## config.mk

```make
export PLATFORM = sky130hd
export DESIGN_NAME = key_tone_gate
export DESIGN_NICKNAME = d
export VERILOG_FILES = /design/src/rtl/key_tone_gate.sv
export SDC_FILE = /design/constraint.sdc
export NUM_CORES = 1
export LEC_CHECK = 0
export CORE_UTILIZATION = 63
export DETAILED_ROUTE_END_ITERATION = 6
export PLACE_DENSITY = 0.8
export SLEW_MARGIN = 20
export SYNTH_ARGS = -nofsm -noshare
export SYNTH_HDL_FRONTEND = slang
export SYNTH_SLANG_ARGS = --single-unit
```

## constraint.sdc

```tcl
create_clock -name clk -period 3.5 [get_ports clk]
set_clock_uncertainty 0.05 [all_clocks]
set_input_delay 1.05 -clock clk [delete_from_list [all_inputs] [get_ports clk]]
set_output_delay 1.05 -clock clk [all_outputs]
set_load 0.01 [all_outputs]
```

## src/rtl/key_tone_gate.sv

```systemverilog
// key_tone_gate: debounces the piano keys, picks the last-pressed note and gates its
// square wave onto the speaker, changing or silencing notes only while the wave is low.
module key_tone_gate #(
  parameter int NUM_KEYS        = 13,
  parameter int IDX_W           = 4,
  parameter int DEBOUNCE_CYCLES = 500000,
  parameter int HOLD_CYCLES     = 2500000,
  parameter int CNT_W           = 22
) (
  input  logic                clk,
  input  logic                reset,
  input  logic [NUM_KEYS-1:0] key_raw,
  input  logic [NUM_KEYS-1:0] note_wave,
  output logic                speaker,
  output logic [IDX_W-1:0]    active_note,
  output logic                note_on
);

  // state  | meaning
  // IDLE   | silent, waiting for a key press
  // PLAY   | active note sounding while its key is held
  // SWITCH | new note chosen, waiting for a low of the outgoing wave
  // TAIL   | all keys released, last note rings out for the hold time
  typedef enum logic [1:0] {
    S_IDLE   = 2'd0,
    S_PLAY   = 2'd1,
    S_SWITCH = 2'd2,
    S_TAIL   = 2'd3
  } state_t;

  localparam logic [CNT_W-1:0] DB_LAST   = CNT_W'(DEBOUNCE_CYCLES - 1);
  localparam logic [CNT_W-1:0] HOLD_LAST = CNT_W'(HOLD_CYCLES - 1);

  logic [NUM_KEYS-1:0] r_sync1;
  logic [NUM_KEYS-1:0] r_ks;
  logic [NUM_KEYS-1:0] r_key_db;
  logic [NUM_KEYS-1:0] r_key_db_prev;
  logic [CNT_W-1:0]    r_db_cnt [NUM_KEYS];

  state_t              r_state;
  state_t              w_state_nxt;
  logic [IDX_W-1:0]    r_active;
  logic [IDX_W-1:0]    w_active_nxt;
  logic [IDX_W-1:0]    r_pending;
  logic [IDX_W-1:0]    w_pending_nxt;
  logic [IDX_W-1:0]    w_target;
  logic [CNT_W-1:0]    r_hold_cnt;
  logic [CNT_W-1:0]    w_hold_nxt;
  logic                r_speaker;

  logic [NUM_KEYS-1:0] w_press;
  logic [NUM_KEYS-1:0] w_held;
  logic [IDX_W-1:0]    w_press_idx;
  logic [IDX_W-1:0]    w_held_idx;
  logic                w_any_press;
  logic                w_any_held;
  logic                w_wave_cur;

  // Keys held through reset start from key_db = 0 and re-debounce as fresh presses.
  always_ff @(posedge clk) begin
    if (reset) begin
      r_sync1       <= '0;
      r_ks          <= '0;
      r_key_db      <= '0;
      r_key_db_prev <= '0;
      for (int i = 0; i < NUM_KEYS; i++) r_db_cnt[i] <= '0;
    end else begin
      r_sync1       <= key_raw;
      r_ks          <= r_sync1;
      r_key_db_prev <= r_key_db;
      for (int i = 0; i < NUM_KEYS; i++) begin
        if (r_ks[i] == r_key_db[i]) begin
          r_db_cnt[i] <= '0;
        end else if (r_db_cnt[i] == DB_LAST) begin
          r_key_db[i] <= r_ks[i];
          r_db_cnt[i] <= '0;
        end else begin
          r_db_cnt[i] <= r_db_cnt[i] + CNT_W'(1);
        end
      end
    end
  end

  assign w_press     = r_key_db & ~r_key_db_prev;
  assign w_held      = r_key_db;
  assign w_any_press = |w_press;
  assign w_any_held  = |w_held;
  assign w_wave_cur  = note_wave[r_active];

  // Ascending scan so the highest set index wins.
  always_comb begin
    w_press_idx = '0;
    w_held_idx  = '0;
    for (int i = 0; i < NUM_KEYS; i++) begin
      if (w_press[i]) w_press_idx = IDX_W'(i);
      if (w_held[i])  w_held_idx  = IDX_W'(i);
    end
  end

  always_comb begin
    w_state_nxt   = r_state;
    w_active_nxt  = r_active;
    w_pending_nxt = r_pending;
    w_hold_nxt    = r_hold_cnt;
    w_target      = r_pending;
    case (r_state)
      S_IDLE: begin
        if (w_any_press) begin
          w_active_nxt = w_press_idx;
          w_state_nxt  = S_PLAY;
        end
      end
      S_PLAY: begin
        if (w_any_press) begin
          if (w_press_idx != r_active) begin
            w_pending_nxt = w_press_idx;
            w_state_nxt   = S_SWITCH;
          end
        end else if (!w_held[r_active]) begin
          if (w_any_held) begin
            w_pending_nxt = w_held_idx;
            w_state_nxt   = S_SWITCH;
          end else begin
            w_hold_nxt  = '0;
            w_state_nxt = S_TAIL;
          end
        end
      end
      S_SWITCH: begin
        if (w_any_press) begin
          w_target = w_press_idx;
        end else if (!w_held[r_pending]) begin
          w_target = w_held_idx;
        end
        if (!w_any_held) begin
          w_hold_nxt  = '0;
          w_state_nxt = S_TAIL;
        end else if (!w_wave_cur) begin
          w_active_nxt = w_target;
          w_state_nxt  = S_PLAY;
        end else begin
          w_pending_nxt = w_target;
        end
      end
      S_TAIL: begin
        if (w_any_press) begin
          w_pending_nxt = w_press_idx;
          w_state_nxt   = S_SWITCH;
        end else if (r_hold_cnt != HOLD_LAST) begin
          w_hold_nxt = r_hold_cnt + CNT_W'(1);
        end else if (!w_wave_cur) begin
          w_state_nxt = S_IDLE;
        end
      end
      default: w_state_nxt = S_IDLE;
    endcase
  end

  always_ff @(posedge clk) begin
    if (reset) begin
      r_state    <= S_IDLE;
      r_active   <= '0;
      r_pending  <= '0;
      r_hold_cnt <= '0;
      r_speaker  <= 1'b0;
    end else begin
      r_state    <= w_state_nxt;
      r_active   <= w_active_nxt;
      r_pending  <= w_pending_nxt;
      r_hold_cnt <= w_hold_nxt;
      r_speaker  <= (r_state == S_IDLE) ? 1'b0 : w_wave_cur;
    end
  end

  assign speaker     = r_speaker;
  assign active_note = r_active;
  assign note_on     = (r_state == S_PLAY) || (r_state == S_SWITCH);

endmodule

```

==> results of run 1 <==
## worst max path at each step
stage                      to  slack (ns)  cells past startpoint
2_1_floorplan    r_pending[0]        0.74                      7
3_3_place_gp     r_pending[0]        0.14                      8
3_5_place_dp     r_pending[0]        0.09                      8
4_1_cts        active_note[1]        0.40                      1
5_1_grt          r_pending[1]        0.30                      7
6_report       active_note[1]        0.43                      1
## power by group through the flow
stage	sequential (uW)	clock [uW]	combinational, uW
finish	5120	4350	644
global route	5150	4580	723
CTS	5120	4430	634
detailed placement	5210	0	624
global placement	5200	0	610
floorplan	5140	0	487
## sequential cells by signal, summed over array words and instances, names as in the netlist
register	cells
r_db_cnt	286
r_hold_cnt	22
r_key_db	13
r_key_db_prev	13
r_ks	13
r_sync1	13
active_note	4
r_pending	4
r_state	2
speaker	1
## cells in the mapped netlist, drive strengths merged, types with 2 or more instances
library cell,n,share of area
nor2,409,0.080
edfxtp,286,0.45
xor2,152,0.069
xnor2,126,0.057
nand2,121,0.024
nand3,118,0.031
dfxtp,85,0.088
nand4,60,0.019
inv,49,0.0095
nor2b,49,0.016
and3,47,0.015
clkbuf,42,0.0082
a21oi,33,0.0086
nor4,33,0.013
nor3,30,0.0078
or3,28,0.0091
o21ai,24,0.0062
buf,20,0.0060
mux2i,20,0.010
and4,19,0.0086
nand2b,19,0.0062
ha,18,0.012
nor4b,13,0.0062
and2,8,0.0026
or4,8,0.0035
mux4,5,0.0058
o211ai,5,0.0019
o31ai,5,0.0019
or2,5,0.0016
mux2,4,0.0023
a21o,3,0.0012
a221oi,3,0.0014
nand4b,3,0.0014
o2111ai,3,0.0014
o211a,3,0.0016
o31a,3,0.0014
or4b,3,0.0016
a211oi,2,0.00078
a221o,2,0.0010
and4b,2,0.0010
nor3b,2,0.00078
nor4bb,2,0.0010
o221a,2,0.0012
o2bb2ai,2,0.00091
## per-stage QoR
step           setup WS (ns)  std cells  utilization  area, um2
2_1_floorplan          0.736       2176            -      20300
3_3_place_gp           0.137       2548        0.703      21000
3_5_place_dp          0.0867       2548        0.703      21000
4_1_cts                0.396       2622        0.749      22400
5_1_grt                0.298       2622        0.749      22400
6_report               0.425       2622        0.749      22400
## logic make-up after synthesis
logic type,share of synthesized area
XOR/XNOR,0.126
AND/OR/NAND/NOR,0.251
flip-flops,0.534
AO/OA/AOI/OAI,0.0349
buffers and inverters,0.0238
adder cells (fa/ha/maj),0.0117
other,0.000195
multiplexers,0.0186
## routing by layer
metal | share of wire | routed length (um)
met3 | 0.040 | 1430
met5 | 0 | 0
met4 | 0.021 | 766
met1 | 0.45 | 16000
met2 | 0.49 | 17600
## layout make-up
class,instances,area [um2]
Clock buffer,58,1210
Clock inverter,16,161
Fill cell,2125,7500
Inverter,49,184
Multi-Input combinational cell,1694,9610
Sequential cell,371,10300
Tap cell,390,488
Timing Repair Buffer,44,420
==> impl_metrics.toml, run 1 <==
[final_layout]
fin_nets = 2246
final_common_cell = "nor2_1"
drive_gt1_frac = 0.0497
synthToLayoutAreaGrowth_pct = 16.1
num_antenna_cells = 0
final_cell_mix = "nor2_1, edfxtp_1, conb_1"

[clock_network]
clk_latency_ns = 0.53
post_cts_buffers = 0
numCtsBuffers = 40
cts_tree = "built"
cts_hold_buf = 0
cts_max_path_buffers = 3
clkTransAtPathRegs_ns = 0.06
ctsHtreeMaxLevel = 2
ctsResizeCount = 0
cts.sinks = 371
cts-root-buf = "clkbuf_16"

[pwr]
comb_power_share = 0.064
intPower_uw = 7830
ir_drop_v = 0.000438
p_leak_uw = 0.00790
pwr_density_cell_mw_per_mm2 = 452
power_frac_seq = 0.507
sw_frac_of_total = 0.225
power.switching_uw = 2280
clkPwrFrac = 0.430
p_total_uw = 10100

[floorplanning]
coreArea_mm2 = 0.0299
die_w_um = 177
start_util = 0.645
rows = 63
dieHeight_um = 177
die_area_mm2 = 0.0313
io_pins = 34

[min_path]
hp-class = "flip-flop to flip-flop"
min_from = "r_sync1[2]"
hold_depth = 1
worstHoldEndpoint = "r_ks[2]"

[sta]
hold_viol_final = 0
rsz0062_at_grt = "no"
period_needed_ns = 3.07
fin_setup_tns_ns = 0
hold_ws_ns = 0.377
tightest_slew_ns = 0.902
drv_slew = 0
fmax_mhz = 325
finalSetupViolCount = 0
slew_headroom = 0.394
post-route-period-util = 0.878

[logic_synthesis]
ys_ff_latch = 371
syn_area_mm2 = 0.0193
ys.flop_type = "edfxtp_1"
netlist_instances = 1891
ys_types = 67
async_flop_share = 0
avgSynthCellArea_um2 = 10.2
synth-edff-count = 286
yosys_warnings = 0
seq_area_frac_synth = 0.534

[global_routing]
gr-usage-met1 = 0.301
grt_use_met2 = 0.409
grt_max_degree = 43
grt_pass1_wl_um = 61000
grt_usage = 0.234
grt_pass1_vias = 13522
grt.busiest_layer = "met2"
antenna_found_initial = 0
overflow = 0
use_met3 = 0.0354

[setup_path]
rr_endpoint = "r_pending[1]"
cp.arrival_ns = 1.97
worst-path-buf-inv = 1
r2r_cells = 7
worstSetupStartpointType = "flip-flop"
path_max_fanout = 14
path_class = "flip-flop to output port"
crit_chain = "clkdlybuf4s50_1"
end_kind = "output port"
cp_data_required_time_ns = 2.40
critPathTopFamily = "flip-flops"
rrSetupSlack_ns = 0.51
startpoint = "active_note[1]"
r2r-start = "r_key_db[10]"
worst_path_largest_cell_delay_ns = 0.75
crit_path_top_delay_cell = "dfxtp_1"

[routing]
post-route-drc-count = 0
drtPass1Iterations = 5
wl_per_cell_um = 13.7
num_vias = 13941
ant_nets = 0
drt-total-wl_um = 35800
via_per_inst = 5.32
drt_iter0_drc = 894

[run]
drv_cap = 0

[placement]
dp_hpwl_um = 24600
io_buffer_count = 33
place_congestion = 0.889

[run_status]
status = "completed"
(Power assumes the default switching activity.)
==> inputs of run 2 (changes only) <==
- clock period: 3.5 -> 3.21 ns (I/O delays scaled with it)
==> run 2 against run 1 <==
Via count rose by 0.24%. Highest routed layer is now met5. Clock power rose by 4.8%. Count of clock-buffer cells in the layout rose by 2. Largest power group unchanged. Total power rose by 7.5%. Flip-flop and latch count did not move. Hold slack improved by 0.0020 ns. Final cell count rose by 1.1%.
==> impl_metrics.toml, run 2 (synthesized netlist as in run 1, its figures left out) <==
[floorplanning]
dieHeight_um = 177
die_w_um = 177
start_util = 0.645
die_area_mm2 = 0.0313
io_pins = 34
coreArea_mm2 = 0.0299
rows = 63

[setup_path]
worstSetupStartpointType = "flip-flop"
crit_chain = "inv_1 > ha_1 > clkdlybuf4s50_1"
cp_data_required_time_ns = 2.20
r2r-start = "r_key_db[4]"
cp.arrival_ns = 1.99
rrSetupSlack_ns = 0.30
r2r_cells = 8
path_class = "flip-flop to output port"
rr_endpoint = "r_hold_cnt[4]"
path_max_fanout = 4
worst_path_largest_cell_delay_ns = 0.58
crit_path_top_delay_cell = "clkdlybuf4s50_1"
end_kind = "output port"

[routing]
drtPass1Iterations = 7
wl_per_cell_um = 13.5
via_per_inst = 5.27
post-route-drc-count = 0
ant_nets = 0
drt-total-wl_um = 35800
num_vias = 13974
drt_iter0_drc = 952

[min_path]
hp-class = "flip-flop to flip-flop"
hold_depth = 1
min_from = "r_sync1[5]"
worstHoldEndpoint = "r_ks[5]"

[clock_network]
cts_tree = "built"
post_cts_buffers = 0
numCtsBuffers = 41
cts_max_path_buffers = 3
cts_hold_buf = 0
ctsHtreeMaxLevel = 2
ctsResizeCount = 0
cts-root-buf = "clkbuf_16"
clkTransAtPathRegs_ns = 0.06
cts.sinks = 371
clk_latency_ns = 0.54

[sta]
post-route-period-util = 0.934
finalSetupViolCount = 0
period_needed_ns = 3.00
drv_slew = 0
rsz0062_at_grt = "no"
hold_viol_final = 0
slew_headroom = 0.443
setup_slack_ns = 0.210
tightest_slew_ns = 0.833
fmax_mhz = 333

[run]
drv_cap = 0

[placement]
pre_cts_ws_ns = -0.102
dp_hpwl_um = 25200
io_buffer_count = 33
placedCellCount = 2577
place_congestion = 0.881

[final_layout]
largest_reg_flops = 286
top_regs = "r_db_cnt x286, r_hold_cnt x22"
num_antenna_cells = 0
seqCellArea_mm2 = 0.0103
synthToLayoutAreaGrowth_pct = 16.9
fillCellCount = 2114
stdcell_count = 2652
multi_input_area_mm2 = 0.00961
final_cell_mix = "nor2_1, edfxtp_1, conb_1"
top_register = "r_db_cnt"
fin_nets = 2276
final_common_cell = "nor2_1"
drive_gt1_frac = 0.0628

[global_routing]
grt_pass1_vias = 13743
antenna_found_initial = 1
grt_max_degree = 36
grt_usage = 0.237
overflow = 0
grt_pass1_wl_um = 61300

[pwr]
pwr_density_cell_mw_per_mm2 = 482
ir_drop_v = 0.000459
p_leak_uw = 0.00802

[run_status]
status = "completed"
## run 2: changes by cell type in the layout (fill, tap and decap cells not counted), sizes merged
cell	previous run	this run
clkinvlp	2	1
bufinv	3	1
buf	12	41
clkinv	9	12
inv	51	50
clkbuf	58	60
## run 2: worst max-delay path by stage
stage          cells past startpoint          from  slack, ns            end
2_1_floorplan                      7  note_wave[2]       0.53   r_pending[0]
3_3_place_gp                       8  note_wave[2]      0.007   r_pending[2]
4_1_cts                            3    r_state[1]       0.17        note_on
3_5_place_dp                       9  note_wave[6]      -0.10     r_state[0]
5_1_grt                            8   r_key_db[4]       0.12  r_hold_cnt[4]
6_report                           3    r_state[1]       0.21        note_on
## run 2: per-stage QoR
step	total power, uW	area [um2]	hold slack [ns]	TNS (ns)	util
floorplan	6140	20300	0.364	0	-
global placement	6350	21200	0.366	0	0.710
detailed placement	6380	21200	0.379	-0.188	0.710
CTS	10900	22500	0.383	0	0.754
global route	11200	22500	0.404	0	0.754
finish	10900	22500	0.379	0	0.754
## run 2: cell type report
class                           count  area share
Sequential cell                   371       0.457
Multi-Input combinational cell   1694       0.427
Clock buffer                       60      0.0537
Timing Repair Buffer               73      0.0283
Tap cell                          390      0.0217
Inverter                           49     0.00816
Clock inverter                     15     0.00511
## run 2: worst max-delay path: cells and delay by family, from the launching register on
kind / cells / cell delay, ns
flip-flops: 1 / 0.41
buffers and inverters: 2 / 0.71
adder cells (fa/ha/maj): 1 / 0.33
## run 2: per-layer routing
layer / vias up / wire length, um / track usage
li1: 7052 / - / -
met1: 6604 / 16000 / 0.299
met2: 247 / 17500 / 0.421
met3: 69 / 1380 / 0.0318
met4: 2 / 849 / 0.0718
met5: - / 13 / 0
## run 2: power breakdown
group	total (uW)	internal, uW	leakage (uW)	switching, uW
sequential	5590	5370	0.00364	225
combinational	710	310	0.00372	400
clock	4560	2700	0.000656	1860
total	10900	8380	0.00802	2490
==> inputs of run 3 (changes only) <==
- CORE_ASPECT_RATIO: unset -> 1.75
- CTS_CLUSTER_SIZE: unset -> 20
==> run 3 against run 2 <==
Wire length rose by 2.0%. Via count rose by 0.43%. Sequential share of layout area rose by 0.52 points. Count of clock-buffer cells in the layout fell by 7. Clock power fell by 10%. Flip-flop and latch count did not move.
==> impl_metrics.toml, run 3 (synthesized netlist as in run 1, its figures left out) <==
[clock_network]
ctsResizeCount = 0
clk_latency_ns = 0.54
numCtsBuffers = 36
cts_hold_buf = 0
cts-root-buf = "clkbuf_16"
clkTransAtPathRegs_ns = 0.06
cts_max_path_buffers = 3
post_cts_buffers = 0
cts.sinks = 371
ctsHtreeMaxLevel = 2
cts_tree = "built"

[floorplanning]
dieHeight_um = 233
rows = 84
die_area_mm2 = 0.0313
io_pins = 34
coreArea_mm2 = 0.0301
start_util = 0.641
die_w_um = 134

[routing]
num_vias = 14034
drt-total-wl_um = 36500
via_per_inst = 5.34
post-route-drc-count = 0
ant_nets = 0
wl_per_cell_um = 13.9
drtPass1Iterations = 4
drt_iter0_drc = 651

[sta]
rsz0062_at_grt = "no"
hold_viol_final = 0
period_needed_ns = 2.98
slew_headroom = 0.265
tightest_slew_ns = 1.10
finalSetupViolCount = 0
setup_slack_ns = 0.232
post-route-period-util = 0.928
drv_slew = 0
fmax_mhz = 336

[pwr]
pwr_density_cell_mw_per_mm2 = 466
ir_drop_v = 0.000497
p_leak_uw = 0.00788

[placement]
place_congestion = 0.917
pre_cts_ws_ns = -0.0249
io_buffer_count = 33
dp_hpwl_um = 26200
placedCellCount = 2564
place_area_mm2 = 0.0211

[final_layout]
finish.instance_area_mm2 = 0.0223
num_antenna_cells = 0
stdcell_count = 2630
top_register = "r_db_cnt"
final_common_cell = "nor2_1"
largest_reg_flops = 286
final_cell_mix = "nor2_1, edfxtp_1, conb_1"
fin_nets = 2261
final_util = 0.741
fillCellCount = 2153
synthToLayoutAreaGrowth_pct = 15.6
top_regs = "r_db_cnt x286, r_hold_cnt x22"
drive_gt1_frac = 0.0544

[setup_path]
worstSetupStartpointType = "flip-flop"
end_kind = "flip-flop"
path_max_fanout = 24
crit_path_top_delay_cell = "dfxtp_1"
cp.arrival_ns = 3.40
crit_chain = "mux4_2 > mux2_2 > nor2_1 > o31ai_4 > o2bb2ai_1 > a2111oi_0 > o21a_1"
worst-path-buf-inv = 0
cp_data_required_time_ns = 3.64
worst_path_largest_cell_delay_ns = 0.59
critPathTopFamily = "compound AO/OA/AOI/OAI gates"
path_class = "flip-flop to flip-flop"

[min_path]
hp-class = "flip-flop to flip-flop"

[global_routing]
grt_usage = 0.239
antenna_found_initial = 0
overflow = 0
grt_pass1_vias = 14301
grt_pass1_wl_um = 61400
grt_max_degree = 30

[run_status]
status = "completed"

[run]
drv_cap = 0
## run 3: changes by cell type in the layout (fill, tap and decap cells not counted)
cell	previous run	this run
buf_12	1	0
a31oi_4	0	1
clkinv_1	2	3
clkinv_8	1	4
buf_4	39	30
a31oi_2	1	0
clkbuf_8	7	6
bufinv_16	1	0
clkinvlp_4	1	0
clkinv_2	9	5
clkbuf_16	43	37
## run 3: cell type report
class / instances / area [um2] / share of cell area
Clock inverter: 13 / 110 / 0.00494
Inverter: 49 / 184 / 0.00825
Sequential cell: 371 / 10300 / 0.462
Timing Repair Buffer: 63 / 551 / 0.0247
Clock buffer: 53 / 1050 / 0.0469
Multi-Input combinational cell: 1694 / 9620 / 0.432
Tap cell: 387 / 484 / 0.0217
## run 3: worst paths after layout
| check | depth (start not counted) | slack (ns) | endpoint | start |
|---|---|---|---|---|
| max reg2reg | 7 | 0.23 | r_state[0] | active_note[0] |
| max | 7 | 0.23 | r_state[0] | active_note[0] |
| min reg2reg | 1 | 0.39 | r_ks[4] | r_sync1[4] |
| min | 1 | 0.39 | r_ks[4] | r_sync1[4] |
## run 3: report_power, final
group / internal, uW / switching (uW) / total (uW)
Sequential: 5370 / 224 / 5590
Clock: 2300 / 1800 / 4100
Combinational: 302 / 393 / 695
## run 3: routing by layer
| metal | track usage | wire length, um |
|---|---|---|
| met1 | 0.246 | 14000 |
| met2 | 0.471 | 20300 |
| met3 | 0.0354 | 1050 |
| met4 | 0.100 | 1150 |
| met5 | 0 | 0 |
## run 3: stage by stage
stage / power [uW] / setup TNS (ns) / hold WS, ns
floorplan: 6140 / 0 / 0.364
finish: 10400 / 0 / 0.391
detailed placement: 6360 / -0.0249 / 0.378
global route: 10700 / 0 / 0.408
global placement: 6330 / 0 / 0.368
CTS: 10500 / 0 / 0.395
